### src/rtl/controller_poller_m_if.sv
// controller_poller_m_if: shared pad bus between the poller and its controllers.
// Clock and latch fan out to every pad; each pad returns its own data line.
interface controller_poller_m_if #(
  parameter int NUM_CONTROLLERS = 2
);
  logic                       controller_clk;
  logic                       controller_latch;
  logic [NUM_CONTROLLERS-1:0] controller_data_B;

  modport master (
    output controller_clk,
    output controller_latch,
    input  controller_data_B
  );

  modport slave (
    input  controller_clk,
    input  controller_latch,
    output controller_data_B
  );
endinterface

### src/rtl/controller_poller_m.sv
// controller_poller_m: polls NES/SNES-style serial pads over a shared clk/latch.
// Define CONTROLLER_POLLER_EDGE_DETECT_EN to build the pressed_out edge detector.
module controller_poller_m #(
  parameter int NUM_CONTROLLERS = 2,
  parameter int NUM_BUTTONS     = 8,
  parameter int CLK_DIV         = 1
) (
  input  logic                                   clk_1,
  input  logic                                   rst,
  input  logic                                   start,
  input  logic                                   auto_en,
  controller_poller_m_if.master                  pad,
  output logic [NUM_CONTROLLERS*NUM_BUTTONS-1:0] buttons_out,
  output logic [NUM_CONTROLLERS*NUM_BUTTONS-1:0] pressed_out,
  output logic                                   busy,
  output logic                                   valid
);

  localparam int W  = NUM_CONTROLLERS * NUM_BUTTONS;
  localparam int BW = (NUM_BUTTONS > 1) ? $clog2(NUM_BUTTONS) : 1;
  localparam int DW = (CLK_DIV > 1) ? $clog2(CLK_DIV) : 1;

  localparam logic [BW-1:0] BIT_TC = BW'(NUM_BUTTONS - 1);
  localparam logic [DW-1:0] DIV_TC = DW'(CLK_DIV - 1);

  typedef enum logic [1:0] {
    IDLE,
    LATCH,
    SHIFT,
    DONE
  } state_t;

  state_t        state;
  logic [DW-1:0] div;
  logic [BW-1:0] bitc;
  logic          phase;
  logic          clk_q;
  logic          latch_q;
  logic [W-1:0]  sr;
  logic [W-1:0]  sr_next;
  logic          div_tc;
  logic          bit_tc;
  logic          load;

  assign pad.controller_clk   = clk_q;
  assign pad.controller_latch = latch_q;

  assign div_tc = (div == DIV_TC);
  assign bit_tc = (bitc == BIT_TC);
  assign load   = (state == SHIFT) && div_tc && phase && bit_tc;

  // First sampled bit ends up at index 0 after NUM_BUTTONS shifts.
  for (genvar c = 0; c < NUM_CONTROLLERS; c++) begin : g_sr
    if (NUM_BUTTONS == 1) begin : g_one
      assign sr_next[c] = ~pad.controller_data_B[c];
    end else begin : g_many
      assign sr_next[c*NUM_BUTTONS +: NUM_BUTTONS] =
        {~pad.controller_data_B[c],
         sr[c*NUM_BUTTONS+1 +: NUM_BUTTONS-1]};
    end
  end

  always_ff @(posedge clk_1) begin
    if (rst) begin
      state       <= IDLE;
      div         <= '0;
      bitc        <= '0;
      phase       <= 1'b0;
      clk_q       <= 1'b0;
      latch_q     <= 1'b0;
      busy        <= 1'b0;
      valid       <= 1'b0;
      sr          <= '0;
      buttons_out <= '0;
    end else begin
      valid <= 1'b0;
      unique case (state)
        IDLE: begin
          if (start || auto_en) begin
            state   <= LATCH;
            latch_q <= 1'b1;
            busy    <= 1'b1;
            div     <= '0;
            phase   <= 1'b0;
          end
        end
        // Latch spans two divider phases so it matches one bit period.
        LATCH: begin
          if (div_tc) begin
            div <= '0;
            if (phase) begin
              state   <= SHIFT;
              latch_q <= 1'b0;
              phase   <= 1'b0;
              bitc    <= '0;
            end else begin
              phase <= 1'b1;
            end
          end else begin
            div <= div + DW'(1);
          end
        end
        SHIFT: begin
          if (div_tc) begin
            div <= '0;
            if (!phase) begin
              phase <= 1'b1;
              clk_q <= 1'b1;
              sr    <= sr_next;
            end else begin
              phase <= 1'b0;
              clk_q <= 1'b0;
              if (bit_tc) begin
                state       <= DONE;
                valid       <= 1'b1;
                buttons_out <= sr;
              end else begin
                bitc <= bitc + BW'(1);
              end
            end
          end else begin
            div <= div + DW'(1);
          end
        end
        DONE: begin
          state <= IDLE;
          busy  <= 1'b0;
        end
      endcase
    end
  end

`ifdef CONTROLLER_POLLER_EDGE_DETECT_EN
  logic [W-1:0] pressed_q;

  always_ff @(posedge clk_1) begin
    if (rst) begin
      pressed_q <= '0;
    end else if (load) begin
      pressed_q <= sr & ~buttons_out;
    end
  end

  assign pressed_out = pressed_q;
`else
  assign pressed_out = '0;
`endif

endmodule

### src/flat_wrapper.sv
// flat-port wrapper written by rule: the top's interface ports become plain ports
module controller_poller_m_flat 
#(
  parameter int NUM_CONTROLLERS = 2,
  parameter int NUM_BUTTONS     = 8,
  parameter int CLK_DIV         = 1
)
  (clk_1, rst, start, auto_en, buttons_out, pressed_out, busy, valid, pad_controller_clk, pad_controller_latch, pad_controller_data_B);
  controller_poller_m_if #(.NUM_CONTROLLERS(NUM_CONTROLLERS)) pad_i ();
  input  logic clk_1;
  input  logic rst;
  input  logic start;
  input  logic auto_en;
  output logic [NUM_CONTROLLERS*NUM_BUTTONS-1:0] buttons_out;
  output logic [NUM_CONTROLLERS*NUM_BUTTONS-1:0] pressed_out;
  output logic busy;
  output logic valid;
  output wire logic [$bits(pad_i.controller_clk)-1:0] pad_controller_clk;
  output wire logic [$bits(pad_i.controller_latch)-1:0] pad_controller_latch;
  input wire logic [$bits(pad_i.controller_data_B)-1:0] pad_controller_data_B;
  assign pad_controller_clk = pad_i.controller_clk;
  assign pad_controller_latch = pad_i.controller_latch;
  assign pad_i.controller_data_B = pad_controller_data_B;
  controller_poller_m #(.NUM_CONTROLLERS(NUM_CONTROLLERS), .NUM_BUTTONS(NUM_BUTTONS), .CLK_DIV(CLK_DIV)) u_core (.clk_1(clk_1), .rst(rst), .start(start), .auto_en(auto_en), .pad(pad_i), .buttons_out(buttons_out), .pressed_out(pressed_out), .busy(busy), .valid(valid));
endmodule
### config.mk
export PLATFORM = sky130hd
export DESIGN_NAME = controller_poller_m_flat
export DESIGN_NICKNAME = d
export VERILOG_FILES = /design/src/rtl/controller_poller_m_if.sv /design/src/rtl/controller_poller_m.sv /design/src/flat_wrapper.sv
export SDC_FILE = /design/constraint.sdc
export NUM_CORES = 1
export LEC_CHECK = 0
export ABC_CLOCK_PERIOD_IN_PS = 1870
export CAP_MARGIN = 0
export CORE_MARGIN = 5
export CORE_UTILIZATION = 42
export CTS_CLUSTER_SIZE = 8
export DETAILED_ROUTE_END_ITERATION = 10
export PLACE_DENSITY = 0.76
export SYNTH_ARGS = -nofsm -noshare
export SYNTH_HDL_FRONTEND = slang
export SYNTH_SLANG_ARGS = --single-unit
### constraint.sdc
create_clock -name clk_1 -period 1.87 [get_ports clk_1]
set_input_delay 0.187 -clock clk_1 [delete_from_list [all_inputs] [get_ports clk_1]]
set_output_delay 0.187 -clock clk_1 [all_outputs]
set_load 0.005 [all_outputs]
==> impl_results.md, run 1 <==
* Status: finished, final reports clean
* Synthesized area at 0.00183 mm²
* PnR worst setup slack at ~0.24 ns
* Routability Congestion at around 0.86
* Total wire length at between 3000 and 4000 µm
* Ports at 42
* Synthesized netlist cell count at ~220
* Max IR drop VDD at ~0.0007 V
* Fill cells at 418
* Max clock buf depth at 2
* Wire per inst at approximately 12 µm
* I/O Buffers at 25
* Worst path slowest cell: or3b_4
* WP data arrival at between 1.5 and 2 ns
* Worst path max stage delay at slightly above 0.4 ns
* Initial core utilization at 0.425
* HP Class: flip-flop to flip-flop
* Layout Cells excl Fill at between 200 and 300
* Multi-input logic area at around 850 µm²
* Crit path cell chain: inv_1 > ha_1 > or3b_4 > o221ai_2 > nor3_1 > a211oi_1
* Fraction of layout instances using a drive strength above 1 at 0.0656
* Fin Clk Skew at 0.0113 ns
* CP Buf/Inv Count at 1
* CTS tree: built
* Clk sinks at 42
* Antenna violations before repair at 0
* Die ar. at just under 0.006 mm²
* Via-to-Cell Ratio at about 4.7
* DP HPWL at around 2400 µm
* Cell Rows at 24
* Worst Tran Pin Value at between 0.5 and 0.6 ns
* Leakage at 0.000772 µW
* Setup bufs post-CTS at 0
* Setup CP Type: flip-flop to flip-flop
* YS warnings at 0
* Antenna diodes at 0
* First-pass DRT Iterations at 4
* Vert. Die Dim at 76.0 µm
* Htree depth at 2
* Worst setup EP type: flip-flop
* Placed cell count at between 200 and 300
* Seq cells post-synth at 42
* DIE WIDTH at 76.0 µm
* Worst rel slew slack at 0.634
* Final Cell Area at ~0.0022 mm²
* Worst-path clk slew at 0.08 ns
* Iteration-0 DRC Markers at about 100
* Routed via count at 1390
* Area of the core at about 0.0043 mm²
* Count of final max-slew check failures at 0
* Clk Latency, worst-skew pair at 0.30 ns
* Number of synthesized flops with an enable pin at 0
* Layout area overhead at 18.2%
* Post-cts gate resize count at 0
* RSZ-0062 raised after global routing: false
* Sequential area share after synthesis at 0.460
* Fin crit share at 0.871
* Largest net degree at the start of global routing at 19
* Synth Flop Type: dfxtp_1
* # DRC at 0
* Pre-CTS setup slack at around 0.25 ns
* GRT overflow at 0
* First-pass GRT wire length at about 6000 µm
* Post-route minimum period at 1.63 ns
* ANT nets after route at 0
* Crit-path max FO at 5
* Power Dens Cells at ~1100 mW/mm²
* Syn Area/Cell at 8.38 µm²
* Top delay family on crit path: simple AND/OR/NAND/NOR gates
* Post-synth ARST share at 0
* Fmax at 614 MHz
* Max Cap Violations at 0
* CP required at between 2 and 2.5 ns
* Storage cell area at approximately 840 µm²
* Final hold vios at 0
* Vias in the first global route at between 1k and 1.5k
* Cts bufs inserted at 5
* CP Launch Type: flip-flop
* Unique masters post-synth at 27
* Hold Buf Count CTS at 0
* Layout Nets at ~260
* GRT Util Overall at 0.123
* Setup-failing EPs final at 0
* Root buf cell: clkbuf_8
* Placed Instance Area at around 0.002 mm²
* Setup TNS Final at 0 ns
[layer usage]
| metal | track usage | vias up | routed length, µm |
|---|---|---|---|
| met4 | 0.0480 | 0 | 55 |
| li1 | - | 726 | - |
| met5 | 0 | - | 0 |
| met2 | 0.207 | 33 | 1590 |
| met1 | 0.136 | 625 | 1540 |
| met3 | 0.0498 | 6 | 230 |
[path summary, 6_finish.rpt]
check | from | end | slack, ns | depth (start not counted)
setup / recovery | u_core.state[0] | u_core.state[0] | 0.24 | 6
hold / removal | u_core.buttons_out[10] | u_core.buttons_out[10] | 0.46 | 2
setup reg to reg | u_core.state[0] | u_core.state[0] | 0.24 | 6
hold reg to reg | u_core.buttons_out[10] | u_core.buttons_out[10] | 0.46 | 2
[layout by cell type (no fill, tap or decap), types with 2 or more instances in the layout]
cell             synthesis  final
o21ai_0                  2      2
inv_1                    5      5
mux2i_1                  4      4
nand2_1                 66     66
nor2_4                   2      2
nor2_1                   8      8
clkdlybuf4s50_1          0     25
conb_1                   1     16
a21oi_1                 35     35
dfxtp_1                 42     42
a211oi_1                 3      3
ha_1                     9      9
nor2b_1                  2      2
buf_4                   18      3
clkbuf_8                 0      5
nor3_1                   2      2
nand3_1                  3      3
[stage by stage]
| stage | utilization | total power [µW] | hold WS (ns) |
|---|---|---|---|
| 2_1_floorplan | - | 1620 | 0.283 |
| 3_3_place_gp | 0.477 | 1720 | 0.444 |
| 3_5_place_dp | 0.477 | 1740 | 0.448 |
| 4_1_cts | 0.503 | 2460 | 0.447 |
| 5_1_grt | 0.503 | 2590 | 0.452 |
| 6_report | 0.503 | 2430 | 0.457 |
[power by group]
| group | leakage, µW | switching, µW | internal (µW) | total, µW |
|---|---|---|---|---|
| registers | 0.000340 | 81.8 | 967 | 1050 |
| clock network | 0.0000514 | 317 | 398 | 716 |
| logic | 0.000381 | 382 | 288 | 670 |
[cell usage after synthesis, drive strengths merged (2+ instances only)]
cell / instances / area (µm²)
nand2: 66 / 248
dfxtp: 42 / 841
a21oi: 35 / 175
buf: 22 / 161
nor2: 10 / 52.6
ha: 9 / 113
inv: 6 / 22.5
mux2i: 4 / 40.0
a211oi: 3 / 22.5
clkbuf: 3 / 11.3
nand3: 3 / 15.0
o21ai: 3 / 15.0
nor2b: 2 / 12.5
nor3: 2 / 10.0
[flip-flops by register name, indices dropped and copies added, names as in the netlist]
name	flops
u_core.phase	1
u_core.buttons_out	16
u_core.sr	16
u_core.busy	1
u_core.state	2
u_core.bitc	3
u_core.valid	1
u_core.pad.controller_latch	1
u_core.pad.controller_clk	1
[worst min-delay path: cells and delay by family, from the launching register on]
| kind | cells | cell delay [ns] |
|---|---|---|
| flip-flops | 1 | 0.31 |
| AND/OR/NAND/NOR | 1 | 0.05 |
| AO/OA/AOI/OAI | 1 | 0.05 |
[cell type report]
type | count | area share
Multi-Input combinational cell | 160 | 0.392
Sequential cell | 42 | 0.390
Timing Repair Buffer | 28 | 0.126
Clock buffer | 6 | 0.0336
Tap cell | 52 | 0.0301
Clock inverter | 2 | 0.0174
Inverter | 6 | 0.0104
[kinds of logic after synthesis]
group / share of synthesized area
DFF: 0.460
adders and majority gates: 0.0616
other: 0.00205
and+or+nand+nor: 0.208
AOI/OAI and AO/OA: 0.140
buffers and inverters: 0.107
muxes: 0.0219
Note: power is estimated with default switching activity, not from simulation.
==> run 2, diff against run 1 <==
Settings changed: CAP_MARGIN 0 to 5, GPL_TIMING_DRIVEN set to 0, HOLD_SLACK_MARGIN set to 0.06.
==> run 2 against run 1 <==
  * Die area unchanged
  * Sequential power barely moved
  * Worst setup slack worse by 0.053 ns
  * Via count grew 6.6%
  * Final cell count rose by 7.4%
  * Register-to-register slack worse by 0.05 ns
  * Clock-buffer cell count unchanged
  * Worst hold slack worse by 0.012 ns
  * Non-clock buffer count rose by 22
  * Clock skew down 0.0040 ns
==> impl_results.md, run 2 (synthesis gave the netlist of run 1 again) <==
* Global Route met2 Usage at 0.200 (was 0.207)
* Via-to-Cell Ratio at 4.66 (was 4.70)
* CP required at 2.10 ns (was 2.07 ns)
* Leakage at 0.000870 µW (was 0.000772 µW)
* Fraction of layout instances using a drive strength above 1 at 0.132 (was 0.0656)
* Crit-path max FO at 10 (was 5)
* Met3 Use GR at 0.0569 (was 0.0498)
* Setup CP Type: flip-flop to flip-flop (unchanged)
* Storage cell area at 841 µm² (unchanged)
* Iteration-0 DRC Markers at 83 (was 101)
* Largest net degree at the start of global routing at 14 (was 19)
* HP Class: primary input to flip-flop (was flip-flop to flip-flop)
* Fill cells at 433 (was 418)
* Most common cell after layout, fill and taps aside: nand2_1 (unchanged)
* Antenna violations before repair at 0 (unchanged)
* GRT Util Overall at 0.128 (was 0.123)
* GRT met1 Usage at 0.149 (was 0.136)
* Setup TNS Final at 0 ns (unchanged)
* Die ar. at 0.00577 mm² (unchanged)
* Worst-path clk slew at 0.08 ns (about the same)
* Antenna diodes at 0 (unchanged)
* Max IR drop VDD at 0.000735 V (was 0.000715 V)
* Fmax at 594 MHz (was 614 MHz)
* Total wire length at 3570 µm (was 3410 µm)
* CTS tree: built (unchanged)
* Commonest cells after routing, fill and taps aside: 66 x nand2_1, 42 x dfxtp_1, 35 x a21oi_1 (unchanged)
* Power Dens Cells at 1030 mW/mm² (was 1130 mW/mm²)
* Fin crit share at 0.900 (was 0.871)
* # DRC at 0 (unchanged)
* Multi-input logic area at 847 µm² (unchanged)
* Cts bufs inserted at 5 (unchanged)
* I/O Buffers at 25 (unchanged)
* Top Usage Layer GRT: met2 (unchanged)
* GRT overflow at 0 (unchanged)
* Wire per inst at 11.2 µm (was 11.5 µm)
* Max clock buf depth at 2 (unchanged)
* Final hold slack at 0.444 ns (was 0.457 ns)
* Hold Buf Count CTS at 0 (unchanged)
* CP Launch Type: flip-flop (unchanged)
* Cell Rows at 24 (unchanged)
* Vert. Die Dim at 76.0 µm (unchanged)
* Area of the core at 0.00429 mm² (unchanged)
* Routed via count at 1482 (was 1390)
* Htree depth at 2 (unchanged)
* Initial core utilization at 0.425 (unchanged)
* Count of final max-slew check failures at 0 (unchanged)
* Routability Congestion at 0.840 (was 0.861)
* Layout Nets at 280 (was 258)
* Layout area overhead at 25.1% (was 18.2%)
* Max Cap Violations at 0 (unchanged)
* Ports at 42 (unchanged)
* RSZ-0062 raised after global routing: false (unchanged)
* DIE WIDTH at 76.0 µm (unchanged)
* Setup-failing EPs final at 0 (unchanged)
* Status: finished, final reports clean (unchanged)
* Root buf cell: clkbuf_8 (unchanged)
* First-pass GRT wire length at 5980 µm (was 5870 µm)
* First-pass DRT Iterations at 4 (unchanged)
* Post-route minimum period at 1.68 ns (was 1.63 ns)
* Worst setup EP type: flip-flop (unchanged)
* Setup bufs post-CTS at 0 (unchanged)
* Clk sinks at 42 (unchanged)
* Post-cts gate resize count at 0 (unchanged)
* Vias in the first global route at 1338 (was 1346)
* ANT nets after route at 0 (unchanged)
* Regs by FF count: u_core.buttons_out x16, u_core.sr x16, u_core.bitc x3 (unchanged)
* WP data arrival at 1.91 ns (was 1.83 ns)
* DP HPWL at 2620 µm (was 2410 µm)
* Clk Latency, worst-skew pair at 0.30 ns (about the same)
* Fin Clk Skew at 0.00725 ns (was 0.0113 ns)
* Final hold vios at 0 (unchanged)
==> run 2: changes by cell type in the layout (fill, tap and decap cells not counted) <==
cell | before | now
clkinvlp_4 | 1 | 0
buf_6 | 0 | 1
bufinv_16 | 1 | 0
buf_2 | 0 | 3
clkbuf_1 | 1 | 4
buf_4 | 3 | 18
clkinv_2 | 0 | 1
clkinv_4 | 0 | 1
==> run 2: final timing paths <==
kind         slack (ns)  cells past startpoint                     start                endpoint
max                0.19                      6           u_core.state[0]  u_core.buttons_out[13]
min                0.44                      2  pad_controller_data_B[1]           u_core.sr[15]
max reg2reg        0.19                      6           u_core.state[0]  u_core.buttons_out[13]
min reg2reg        0.45                      2     u_core.buttons_out[2]   u_core.buttons_out[2]
==> run 2: final cells by class <==
type                    instances  area share
inverters                       6     0.00986
clock inverters                 2     0.00602
flip-flops and latches         42       0.368
multi-input cells             160       0.371
repair buffers                 25       0.110
plain buffers                  25      0.0756
well taps                      52      0.0285
clock buffers                   6      0.0318
==> run 2: worst max-delay path, cell delays in order (launching register included) <==
cell and delay [ns]:
dfxtp_1 0.40, inv_1 0.13, ha_1 0.30, nand3_1 0.29, buf_2 0.28, nand2_1 0.08
a21oi_1 0.13
==> run 2: report_power, final <==
group	total [µW]	internal [µW]	leakage, µW	switching, µW
Combinational	763	341	0.000485	422
Sequential	1030	966	0.000340	59.0
Clock	569	263	0.0000452	305
==> run 2: stage by stage <==
stage / setup WS (ns) / cell area, µm² / utilization / std cells / power, µW
finish: 0.188 / 2280 / 0.532 / 318 / 2360
global route: 0.000663 / 2280 / 0.532 / 318 / 2530
CTS: 0.178 / 2280 / 0.532 / 318 / 2390
detailed placement: 0.198 / 2200 / 0.512 / 310 / 1810
global placement: 0.203 / 2200 / 0.512 / 310 / 1790
floorplan: 0.400 / 1880 / - / 233 / 1620
==> run 2: per-layer routing <==
metal | part of all wire | up-vias
met1 | 0.46 | 669
met3 | 0.068 | 5
met2 | 0.46 | 37
met4 | 0.018 | 0
met5 | 0 | -
li1 | - | 771
==> run 3, diff against run 2 <==
Settings changed: REMOVE_ABC_BUFFERS set to 1.
==> run 3 against run 2 <==
  * Core utilization down 2.6 points
  * Largest power group unchanged
  * Clock skew down 0.00057 ns
  * Final cell count down 7.2%
  * Critical endpoint is now u_core.bitc[1]
  * Clock-buffer cell count unchanged
  * Fmax down 0.72%
  * Power down 1.7%
  * First-iteration DRC count down 27%
  * Worst setup slack worse by 0.012 ns
  * Critical path depth down 1
==> impl_results.md, run 3 (synthesis gave the netlist of run 1 again) <==
* Hold depth at 2 (unchanged)
* Worst Tran Pin Value at 0.863 ns
* # DRC at 0 (unchanged)
* Layout area overhead at 19.0% (was 25.1%)
* Fraction of layout instances using a drive strength above 1 at 0.0700 (was 0.132)
* Regs by FF count: u_core.buttons_out x16, u_core.sr x16, u_core.bitc x3 (unchanged)
* CP required at 2.08 ns (was 2.10 ns)
* Top delay family on crit path: compound AO/OA/AOI/OAI gates (was buffers and inverters)
* RSZ-0062 raised after global routing: false (unchanged)
* First-pass DRT Iterations at 4 (unchanged)
* GRT Util Overall at 0.114 (was 0.128)
* Worst setup EP type: flip-flop (unchanged)
* First-pass GRT wire length at 5510 µm (was 5980 µm)
* Ports at 42 (unchanged)
* Largest net degree at the start of global routing at 23 (was 14)
* Fill cells at 405 (was 433)
* Fmax at 590 MHz (was 594 MHz)
* Fin crit share at 0.906 (was 0.900)
* DIE WIDTH at 76.0 µm (unchanged)
* Most common cell after layout, fill and taps aside: nand2_1 (unchanged)
* Post-route minimum period at 1.69 ns (was 1.68 ns)
* Power, Total at 2320 µW (was 2360 µW)
* CP Launch Type: flip-flop (unchanged)
* Die ar. at 0.00577 mm² (unchanged)
* Setup-failing EPs final at 0 (unchanged)
* Status: finished, final reports clean (unchanged)
* Crit-path max FO at 7 (was 10)
* DP HPWL at 2210 µm (was 2620 µm)
* Cts bufs inserted at 5 (unchanged)
* RR Startpoint: u_core.state[0] (unchanged)
* Power Dens Cells at 1070 mW/mm² (was 1030 mW/mm²)
* WP data arrival at 1.91 ns (about the same)
* Count of final max-slew check failures at 0 (unchanged)
* Clk sinks at 42 (unchanged)
* Antenna diodes at 0 (unchanged)
* Vert. Die Dim at 76.0 µm (unchanged)
* Max Cap Violations at 0 (unchanged)
* Worst-path clk slew at 0.08 ns (about the same)
* Antenna violations before repair at 0 (unchanged)
* Vias in the first global route at 1276 (was 1338)
* Hold Startpoint: u_core.buttons_out[6] (was pad_controller_data_B[1])
* Routability Congestion at 0.785 (was 0.840)
* I/O Buffers at 25 (unchanged)
* Iteration-0 DRC Markers at 61 (was 83)
* ANT nets after route at 0 (unchanged)
* GRT overflow at 0 (unchanged)
* Htree depth at 2 (unchanged)
* Initial core utilization at 0.425 (unchanged)
* Clk Latency, worst-skew pair at 0.29 ns (was 0.30 ns)
* CTS tree: built (unchanged)
* Fin Clk Skew at 0.00668 ns (was 0.00725 ns)
* Layout Nets at 257 (was 280)
* Setup CP Type: flip-flop to flip-flop (unchanged)
* Critical path depth at 5 (was 6)
* Area of the core at 0.00429 mm² (unchanged)
* Cell Rows at 24 (unchanged)
* Final hold vios at 0 (unchanged)
* Via-to-Cell Ratio at 4.72 (was 4.66)
* HP Class: flip-flop to flip-flop (was primary input to flip-flop)
* Worst path slowest cell: o41ai_4 (was dfxtp_1)
* Leakage at 0.000774 µW (was 0.000870 µW)
* Commonest cells after routing, fill and taps aside: 66 x nand2_1, 42 x dfxtp_1, 35 x a21oi_1 (unchanged)
* Final hold slack at 0.455 ns (was 0.444 ns)
* Crit path cell chain: inv_1 > ha_1 > inv_2 > o41ai_4 > mux2i_1 (was inv_1 > ha_1 > nand3_1 > buf_2 > nand2_1 > a21oi_1)
* Routed via count at 1392 (was 1482)
* Worst path max stage delay at 0.41 ns (was 0.40 ns)
* Total wire length at 3190 µm (was 3570 µm)
* Max clock buf depth at 2 (unchanged)
* Worst rel slew slack at 0.423
* Wire per inst at 10.8 µm (was 11.2 µm)
* Max IR drop VDD at 0.000873 V (was 0.000735 V)
* FF-to-FF path depth at 5 (was 6)
* CP startpoint: u_core.state[0] (unchanged)
* Root buf cell: clkbuf_8 (unchanged)
* CP Buf/Inv Count at 2 (unchanged)
## run 3: layout make-up
type | count | area [µm²] | area share
Clock buffer | 6 | 82.6 | 0.0380
Clock inverter | 2 | 12.5 | 0.00576
Inverter | 6 | 22.5 | 0.0104
Multi-Input combinational cell | 160 | 852 | 0.392
Sequential cell | 42 | 841 | 0.387
Tap cell | 52 | 65.1 | 0.0299
Timing Repair Buffer | 27 | 298 | 0.137
## run 3: worst min-delay path, delay by kind of cell, from the launching register on
kind,cells,cell delay [ns]
compound gates,1,0.05
flops,1,0.31
simple gates,1,0.05
## run 3: worst paths after layout
check	end	slack, ns
max	u_core.bitc[1]	0.18
min	u_core.buttons_out[6]	0.46
max reg2reg	u_core.bitc[1]	0.18
min reg2reg	u_core.buttons_out[6]	0.46
## run 3: routing by layer
layer | GRT usage | share of wire | vias up
li1 | - | - | 727
met1 | 0.126 | 0.44 | 630
met2 | 0.200 | 0.49 | 30
met3 | 0.0391 | 0.057 | 5
met4 | 0.0374 | 0.012 | 0
met5 | 0 | 0 | -
## run 3: what timing repair did
action	CTS	global route
buffers inserted	0	1
resized for setup	0	1
hold buffers	0	0
setup endpoints to repair	0	16
## run 3: where the power goes
group          switching [µW]  total, µW  internal (µW)
combinational             384        674            290
clock                     295        592            297
sequential               84.1       1050            967
total                     763       2320           1550
## run 3: stage by stage
stage / setup WS (ns) / setup TNS (ns) / util / cells / area [µm²]
after CTS: 0.0299 / 0 / 0.500 / 294 / 2150
after detailed placement: -0.0449 / -0.0449 / 0.478 / 286 / 2050
final: 0.176 / 0 / 0.506 / 295 / 2170
after global placement: -0.403 / -1.64 / 0.472 / 285 / 2030
after floorplan: 0.400 / 0 / - / 208 / 1710
after global routing: 0.0891 / 0 / 0.506 / 295 / 2170
==> RTL edit (config.mk and constraints of run 1) <==
The option `CONTROLLER_POLLER_EDGE_DETECT_EN` is turned on by a define.
--- a/src/rtl/controller_poller_m.sv
+++ b/src/rtl/controller_poller_m.sv
@@ -1,4 +1,6 @@
 // controller_poller_m: polls NES/SNES-style serial pads over a shared clk/latch.
 // Define CONTROLLER_POLLER_EDGE_DETECT_EN to build the pressed_out edge detector.
+`define CONTROLLER_POLLER_EDGE_DETECT_EN
+
 module controller_poller_m #(
   parameter int NUM_CONTROLLERS = 2,
Function: same outputs for any inputs over 10 cycles, from zero or initial values and one cycle with rst high; that may be too few to reach the edited logic, so the function may still have changed.
==> RTL edit against run 1 <==
Via count rose by 35%; core utilization rose by 5.2 points; total power rose by 19%; design area rose by 34%; clock power rose by 37%; non-clock buffer count rose by 19; sequential cell count rose by 16; synthesized area rose by 25%; die area rose by 22%; worst setup slack improved by 0.0054 ns; routed wire length rose by 37%; count of clock-buffer cells in the layout rose by 5.
==> RTL edit: results (changes against run 1) <==
The run finished with clean final reports. The number of warnings printed during yosys synthesis is 0 (unchanged), and the number of clock buffers inserted by TritonCTS is 9 (+4). The class of the most critical hold timing path was in2reg. The post-synthesis cell type count is 26 (-3.7%), and the fraction of registers with async set or reset after synthesis is 0 (unchanged).

Portion of the post-synthesis area used by sequential elements: 0.507 (+0.0468). The run gives 1779 (+32%) as the number of global-route vias before repair. The clock-pin slew on the worst setup and hold paths came out at 0.06 ns (-0.02 ns). The count of buffers from port buffering works out to 41 (+64%).

The root buffer cell chosen for the clock tree is sky130_fd_sc_hd__clkbuf_8. The filler cell count is 518 (+24%), and the antenna diode count is 0 (unchanged). For the count of H-tree levels built during CTS, the log shows 3 (+1).

The total track usage is 0.139 (+0.0163), and the number of buffers between clock root and the deepest sink is 2 (unchanged). The category of cells accounting for the largest share of critical-path delay is adder cells. The worst-skew pair later-pin latency is 0.33 ns (+0.03 ns).

The first-pass GRT wire length is 7.92 mm (+35%), and the vias per cell is 4.84 (+3.0%). The tools report the number of detailed-route iterations in the first pass as 4 (unchanged). Slowest stage cell on the critical path: sky130_fd_sc_hd__dfxtp_1.

The run gives 0.640 (+0.00583) as the relative slew slack. By area the synthesized netlist is led by sky130_fd_sc_hd__dfxtp_1 51%, sky130_fd_sc_hd__nand2_1 13%, sky130_fd_sc_hd__a21oi_1 12%. Static leakage power: 0.000959 uW (+24%). The critical-path maximum fanout works out to 20 (+15). The last weighted congestion value of the routability-driven placer is 0.731 (-15%).

The biggest cell delay along the critical path was 0.38 ns (-0.03 ns); the number of nets in the synthesized netlist was 285. The wire length after detailed routing is 4.67 mm (+37%), and the initial DRC count is 103 (+2.0%). The logs give 0 (unchanged) for the post-CTS repair timing setup buffer count and 324 (+26%) for the layout net count. The standard cell area after detailed placement is 0.00272 mm2 (+33%), and the endpoint arrival time on the critical path is 1.88 ns (+0.05 ns). The number of antenna violations at the first check in global routing is 0 (unchanged), and the share of cells above drive strength 1 is 0.0694 (+0.00383). The worst IR drop on VDD was 458 uV (-36%). The post-cts resize count was 0 (unchanged). The tools report the largest net degree at the start of global routing as 31 (+12).

The tools report the placed wire-length estimate as 3.15 mm (+30%). For this run, the leading register cell type out of synthesis is sky130_fd_sc_hd__dfxtp_1. After synthesis, the most frequently instantiated cells are 81 x sky130_fd_sc_hd__nand2_1, 58 x sky130_fd_sc_hd__dfxtp_1, 54 x sky130_fd_sc_hd__a21oi_1. The tools report the clock skew after layout as 0.00774 ns (-0.00354 ns).
## RTL edit: changes by cell type after synthesis, sizes merged, moves of 3 or more
cell and change:
nand2b +3, ha -3, buf -6, nand2 +15, mux2i -3, nor2 -5, nand3b +18, dfxtp +16
a21oi +19
## RTL edit: area by class of cell
cell class	count	area [um2]	share of cell area
flip-flops and latches	58	1160	0.402
multi-input cells	190	981	0.340
repair buffers	47	463	0.160
clock buffers	11	141	0.0490
well taps	70	87.6	0.0303
clock inverters	5	30.0	0.0104
inverters	6	22.5	0.00780
## RTL edit: per-layer routing
layer | up-vias | track usage | wire [um]
met2 | 41 | 0.229 | 2080
met5 | - | 0 | 0
met1 | 839 | 0.166 | 2320
met3 | 6 | 0.0523 | 223
met4 | 0 | 0.0482 | 44
li1 | 986 | - | -
## RTL edit: worst register-to-register path, stage by stage (launching register included)
cell and delay (ns):
sky130_fd_sc_hd__dfxtp_1 0.38, sky130_fd_sc_hd__ha_1 0.17, sky130_fd_sc_hd__ha_1 0.30, sky130_fd_sc_hd__and3_1 0.22, sky130_fd_sc_hd__buf_4 0.23, sky130_fd_sc_hd__nand3b_1 0.10
sky130_fd_sc_hd__a21oi_1 0.15
## RTL edit: cells by family after synthesis
kind of cell               count (synthesis)  synth area share
buffers and inverters                     25            0.0645
muxes                                      1           0.00437
adders and majority gates                  6            0.0328
and+or+nand+nor                          116             0.234
AOI/OAI and AO/OA                         67             0.157
DFF                                       58             0.507
## RTL edit: path summary, 6_finish.rpt
path / from / endpoint / slack [ns] / cells past startpoint
setup reg to reg: u_core.bitc[0] / u_core.pressed_out[12] / 0.25 / 6
hold reg to reg: u_core.pressed_out[11] / u_core.pressed_out[11] / 0.45 / 2
hold / removal: rst / u_core.pad.controller_clk / 0.33 / 2
setup / recovery: u_core.bitc[0] / u_core.pressed_out[12] / 0.25 / 6
## RTL edit: power by group
| part | internal, uW | switching [uW] |
|---|---|---|
| combinational | 222 | 308 |
| sequential | 1310 | 73.6 |
| clock | 509 | 475 |
## RTL edit: through the flow
step                      setup slack [ns]  std cells  utilization
after floorplan                      0.361        273            -
after global placement               0.368        371        0.522
after detailed placement             0.261        371        0.522
after CTS                            0.237        387        0.555
after global routing                 0.101        387        0.555
final                                0.246        387        0.555
